$ cat config.mk
export PLATFORM = sky130hd
export DESIGN_NAME = sym_fir_serial
export DESIGN_NICKNAME = d
export VERILOG_FILES = /design/src/rtl/sym_fir_serial.sv
export SDC_FILE = /design/constraint.sdc
export NUM_CORES = 2
export LEC_CHECK = 0
export ABC_AREA = 1
export ABC_CLOCK_PERIOD_IN_PS = 21500
export BUFFER_PORTS_ARGS = -buffer_cell sky130_fd_sc_hd__buf_2
export CORE_UTILIZATION = 45
export DETAILED_ROUTE_END_ITERATION = 16
export PLACE_DENSITY = 0.67
export SYNTH_ARGS = -nofsm -noshare
export SYNTH_HDL_FRONTEND = slang
export SYNTH_SLANG_ARGS = --single-unit
$ cat constraint.sdc
create_clock -name clk -period 21.5 [get_ports clk]
set_clock_uncertainty 0.05 [all_clocks]
set_input_delay 4.3 -clock clk [delete_from_list [all_inputs] [get_ports clk]]
set_output_delay 4.3 -clock clk [all_outputs]
set_load 0.005 [all_outputs]
$ cat src/rtl/sym_fir_serial.sv
// sym_fir_serial: symmetric (linear-phase) FIR filter built around one shared
// pre-add/multiply/accumulate unit. Each accepted sample costs TAPS/2 MAC
// cycles, one folded tap pair per clock, followed by one output cycle.
//
// Ports:
//   clk, rst_n      clock, asynchronous active-low reset
//   clr             synchronous clear of delay line, accumulator, in-flight work
//   din/din_valid   input sample and its valid strobe
//   din_ready       high only in IDLE; a sample is taken when valid && ready
//   dout            rounded, shifted, saturated result (held between results)
//   dout_valid      one-cycle pulse marking a new dout
//   dout_sat        qualifies dout_valid: the result was clamped
//   coef_we/addr/data  coefficient write port (TAPS/2 folded coefficients)
//   coef_ready      high only in IDLE; writes outside IDLE are dropped
//
// state | meaning
// IDLE  | waiting for a sample; coefficient writes accepted
// MAC   | accumulating tap pair k, k = 0 .. TAPS/2-1
// OUT   | rounding, shifting and saturating acc into dout

module sym_fir_serial #(
   parameter int DATA_W    = 16,
   parameter int COEF_W    = 16,
   parameter int TAPS      = 16,
   parameter int OUT_SHIFT = 15,
   parameter int ROUND     = 1
) (
   input  logic                          clk,
   input  logic                          rst_n,
   input  logic                          clr,
   input  logic [DATA_W-1:0]             din,
   input  logic                          din_valid,
   output logic                          din_ready,
   output logic [DATA_W-1:0]             dout,
   output logic                          dout_valid,
   output logic                          dout_sat,
   input  logic                          coef_we,
   input  logic [$clog2(TAPS/2)-1:0]     coef_addr,
   input  logic [COEF_W-1:0]             coef_data,
   output logic                          coef_ready
);

   localparam int HALF  = TAPS / 2;
   localparam int AW    = $clog2(HALF);
   localparam int TW    = $clog2(TAPS);
   localparam int PW    = DATA_W + 1 + COEF_W;
   localparam int ACC_W = PW + AW;

   localparam logic signed [ACC_W:0] RND =
      (ROUND != 0) ? ((ACC_W+1)'(1) <<< (OUT_SHIFT - 1)) : '0;
   localparam logic signed [ACC_W:0] SAT_MAX = (ACC_W+1)'((64'sd1 <<< (DATA_W - 1)) - 64'sd1);
   localparam logic signed [ACC_W:0] SAT_MIN = ~SAT_MAX;
   localparam logic [AW-1:0]         K_LAST  = AW'(HALF - 1);

   typedef enum logic [1:0] {IDLE, MAC, OUT} state_t;

   state_t                     state;
   logic signed [DATA_W-1:0]   dl   [TAPS];
   logic signed [COEF_W-1:0]   coef [HALF];
   logic signed [ACC_W-1:0]    acc;
   logic [AW-1:0]              k;

   logic [TW-1:0]              k_lo;
   logic [TW-1:0]              k_hi;
   logic signed [DATA_W:0]     pre;
   logic signed [PW-1:0]       prod;
   logic signed [ACC_W:0]      acc_rnd;
   logic signed [ACC_W:0]      acc_sh;
   logic                       ovf_hi;
   logic                       ovf_lo;
   logic [DATA_W-1:0]          sat_val;

   assign din_ready  = (state == IDLE);
   assign coef_ready = (state == IDLE);

   // Folded tap pair: dl[k] and its mirror dl[TAPS-1-k] share coef[k].
   assign k_lo = TW'(k);
   assign k_hi = TW'(TAPS - 1) - k_lo;
   assign pre  = (DATA_W+1)'(dl[k_lo]) + (DATA_W+1)'(dl[k_hi]);
   assign prod = PW'(pre) * PW'(coef[k]);

   // One extra bit keeps the rounding add from wrapping at the acc extremes.
   assign acc_rnd = (ACC_W+1)'(acc) + RND;
   assign acc_sh  = acc_rnd >>> OUT_SHIFT;
   assign ovf_hi  = (acc_sh > SAT_MAX);
   assign ovf_lo  = (acc_sh < SAT_MIN);
   assign sat_val = ovf_hi ? SAT_MAX[DATA_W-1:0] :
                    ovf_lo ? SAT_MIN[DATA_W-1:0] : acc_sh[DATA_W-1:0];

   always_ff @(posedge clk or negedge rst_n) begin
      if (!rst_n) begin
         state      <= IDLE;
         acc        <= '0;
         k          <= '0;
         dout       <= '0;
         dout_valid <= 1'b0;
         dout_sat   <= 1'b0;
         for (int i = 0; i < TAPS; i++) dl[i] <= '0;
         for (int i = 0; i < HALF; i++) coef[i] <= '0;
      end else begin
         dout_valid <= 1'b0;
         if (clr) begin
            state <= IDLE;
            acc   <= '0;
            k     <= '0;
            for (int i = 0; i < TAPS; i++) dl[i] <= '0;
         end else begin
            case (state)
               IDLE: begin
                  // A write on the accept edge lands before the first MAC cycle.
                  if (coef_we) coef[coef_addr] <= coef_data;
                  if (din_valid) begin
                     for (int i = TAPS - 1; i > 0; i--) dl[i] <= dl[i-1];
                     dl[0] <= din;
                     acc   <= '0;
                     k     <= '0;
                     state <= MAC;
                  end
               end
               MAC: begin
                  acc <= acc + ACC_W'(prod);
                  k   <= k + 1'b1;
                  if (k == K_LAST) state <= OUT;
               end
               OUT: begin
                  dout       <= sat_val;
                  dout_sat   <= ovf_hi | ovf_lo;
                  dout_valid <= 1'b1;
                  state      <= IDLE;
               end
               default: state <= IDLE;
            endcase
         end
      end
   end

endmodule

==> qor.csv <==
stage;metric;value;unit
worst_setup_path;cp_max_fo;80;
logic_synthesis;avgSynthCellArea;8.25;um^2
outcome;status;complete, no violations;
worst_setup_path;cp_slowest_stage_delay;720;ps
cells_and_area;final_util;0.492;
placed_design;place.gp.congestion;0.938;
clock_network;cts.sinks;443;
clock_network;cts_setup_buffers;0;
logic_synthesis;synth.area.mux_share;0;
min_path;whs_endpoint;dout[8];
worst_setup_path;crit_required;21940;ps
global_route;antenna_found_initial;2;
logic_synthesis;ys.flop_type;dfrtp_1;
global_route;grt_pass1_vias;26500;
worst_setup_path;r2r_cells;34;
global_route;use_met3;0.0401;
global_route;grt_first_pass_wirelength;142;mm
floorplan;coreArea;73000;um^2
logic_synthesis;synth_warnings;0;
timing;slew_violations;0;
cells_and_area;area_growth;8.11;%
clock_network;cts_root_buf;clkbuf_16;
logic_synthesis;synth_fa_ha_area_frac;0.242;
global_route;grt_max_degree;233;
clock_network;cts_max_path_buffers;3;
worst_setup_path;path_class;register to register;
detailed_routing;firstDrtPassIters;6;
worst_setup_path;worst-r2r-setup-slack;11210;ps
cells_and_area;drive_gt1_frac;0.0528;
timing;report.final.setup_viol;0;
clock_network;clkTransAtPathRegs;60;ps
timing;slew_headroom;0.196;
worst_setup_path;crit-reg2reg-launch;k[0];
detailed_routing;wirelength;85.8;mm
detailed_routing;drtAntennaViolNets;0;
floorplan;initial_core_util;0.455;
worst_setup_path;worstPathArrival;10730;ps
clock_network;tritoncts;built;
clock_network;insertion_delay;630;ps
detailed_routing;vias_per_cell;5.36;
min_path;holdPathStages;2;
placed_design;place_hpwl;60.7;mm
cells_and_area;final_cell_mix;840 x inv_1, 793 x nand2_1, 441 x dfrtp_1, 320 x fa_1, 313 x o21ai_0;
logic_synthesis;ys_seq_area_frac;0.334;
worst_setup_path;slowest_stage;buf_4;
logic_synthesis;synth_edf_count;0;
floorplan;die_h;274;um
timing;worst_pin_slew;1210;ps
cells_and_area;fin_nets;4469;
clock_network;ctsHoldBuffers;0;
logic_synthesis;synth_seq_cells;443;
detailed_routing;drc;0;
logic_synthesis;synth_compound_area_frac;0.151;
detailed_routing;num_vias;26700;
global_route;globalRouteOverflowTotal;0;
logic_synthesis;syn_area;33200;um^2
placed_design;port_buffers;59;
clock_network;cts-resized-gates;0;
logic_synthesis;mappedNetlistNets;4515;
timing;grt_setup_unrepaired;false;
worst_setup_path;cp-start-kind;register;
clock_network;cts_inserted_buffers;49;
floorplan;die_area;74900;um^2
floorplan;io-pin-count;60;
timing;hold_viol;0;
cells_and_area;multi_input_area;18100;um^2
timing;period_share;0.478;
detailed_routing;wl_per_cell;17.2;um
min_path;min_path_type;register to register;
timing;period_minus_slack;10290;ps
global_route;use_met2;0.376;
global_route;grt-busiest-layer;met2;
run;max-cap-violations;0;
logic_synthesis;synth-xor-area-share;0.00886;
logic_synthesis;synth-simple-area-share;0.143;
detailed_routing;drt-initial-drc-count;2342;
cells_and_area;ff_latch_area;11100;um^2
worst_setup_path;cpMostUsedCell;fa_1;
logic_synthesis;synth_cells;4024;
min_path;min_from;dout[8];
global_route;grtUsageMet1;0.336;
worst_setup_path;reg2reg_to;acc[35];
worst_setup_path;end_kind;register;
cells_and_area;fill_cells;6974;
timing;final.setup.tns;0;ps
floorplan;fp-row-count;99;
global_route;track_usage;0.237;
clock_network;cts_htree_levels;2;
logic_synthesis;synth_top_family_by_area;adder cells;
logic_synthesis;synthDistinctLibCells;49;
cells_and_area;final_common_cell;inv_1;
logic_synthesis;async_flop_share;1.00;
floorplan;die_w;274;um
cells_and_area;diodes;0;
timing;max_freq;0.0972;GHz
-- synthesized netlist by cell type, types with 2 or more instances --
| library cell | instances | area [um^2] |
|---|---|---|
| clkbuf_1 | 101 | 379 |
| a31oi_1 | 34 | 213 |
| fa_1 | 320 | 6410 |
| clkinv_1 | 6 | 22.5 |
| a22o_1 | 5 | 43.8 |
| nand2_1 | 794 | 2980 |
| o21ai_1 | 10 | 50.1 |
| buf_4 | 3 | 22.5 |
| o21ai_0 | 313 | 1570 |
| inv_1 | 841 | 3160 |
| xnor2_1 | 12 | 105 |
| a221oi_1 | 32 | 280 |
| buf_1 | 20 | 75.1 |
| a21oi_1 | 190 | 951 |
| nor4_1 | 3 | 18.8 |
| ha_1 | 131 | 1640 |
| xor2_1 | 16 | 140 |
| nand3_1 | 101 | 505 |
| nor2_1 | 252 | 946 |
| o21bai_1 | 8 | 60.1 |
| a32o_1 | 26 | 260 |
| or2_2 | 3 | 18.8 |
| nand2_2 | 9 | 56.3 |
| xor2_2 | 2 | 32.5 |
| o21a_1 | 2 | 15.0 |
| inv_2 | 4 | 15.0 |
| nor3_2 | 2 | 20.0 |
| a21boi_0 | 3 | 22.5 |
| or2_1 | 2 | 12.5 |
| nand4_1 | 10 | 62.6 |
| nor2_2 | 6 | 37.5 |
| o22ai_1 | 227 | 1420 |
| buf_2 | 63 | 315 |
| nand3b_1 | 3 | 22.5 |
| nor3_1 | 4 | 20.0 |
| o221ai_1 | 4 | 35.0 |
| a21o_1 | 8 | 60.1 |
| dfrtp_1 | 443 | 11100 |
-- per-stage QoR --
step | setup WS, ps | hold slack (ps) | cells | area [um^2]
floorplan | 13390 | 398 | 4024 | 33200
global placement | 11350 | 410 | 4886 | 34200
detailed placement | 11310 | 414 | 4886 | 34200
CTS | 11260 | 430 | 4973 | 35900
global route | 10500 | 449 | 4973 | 35900
finish | 11210 | 421 | 4973 | 35900
-- cells by family (layout without fill, tap and decap cells) --
group,count (synthesis),in the layout
AOI/OAI and AO/OA,866,866
buffers and inverters,1040,1030
and+or+nand+nor,1193,1193
DFF,443,443
adders and majority gates,451,451
xor gates and xnor gates,31,31
-- area by class of cell --
cell class              count  area share
clock inverters            16     0.00662
flip-flops and latches    443       0.309
multi-input cells        2541       0.505
repair buffers             92      0.0161
well taps                 959      0.0334
inverters                 851      0.0892
clock buffers              71      0.0407
-- flip-flops by register name, indices dropped and copies added (netlist names) --
register,count
acc,36
coef,128
dl,256
dout,16
dout_sat,1
dout_valid,1
k,3
state,2
-- critical path: cells and delay by family (launching register included) --
kind	cells	cell delay, ps
buffers and inverters	8	2450
AO/OA/AOI/OAI	7	1460
flip-flops	1	490
adder cells (fa/ha/maj)	8	4300
AND/OR/NAND/NOR	11	1270
-- how the worst max path moves through the flow --
| stage | slack [ps] | to | startpoint | cells after the start |
|---|---|---|---|---|
| after floorplan | 13390 | acc[31] | k[0] | 42 |
| after global placement | 11350 | acc[35] | k[1] | 38 |
| after detailed placement | 11310 | acc[31] | k[1] | 39 |
| after CTS | 11260 | acc[31] | k[1] | 38 |
| after global routing | 10500 | acc[34] | k[1] | 37 |
| final | 11210 | acc[35] | k[0] | 34 |
-- per-layer routing --
layer / up-vias / wire [um]
met5: - / 0
met4: 0 / 2140
met3: 121 / 5850
met2: 810 / 39200
met1: 13100 / 38500
li1: 12600 / -
Power is not shown: default switching activity piles up to over one toggle a cycle in this logic, so the estimate is an artifact.
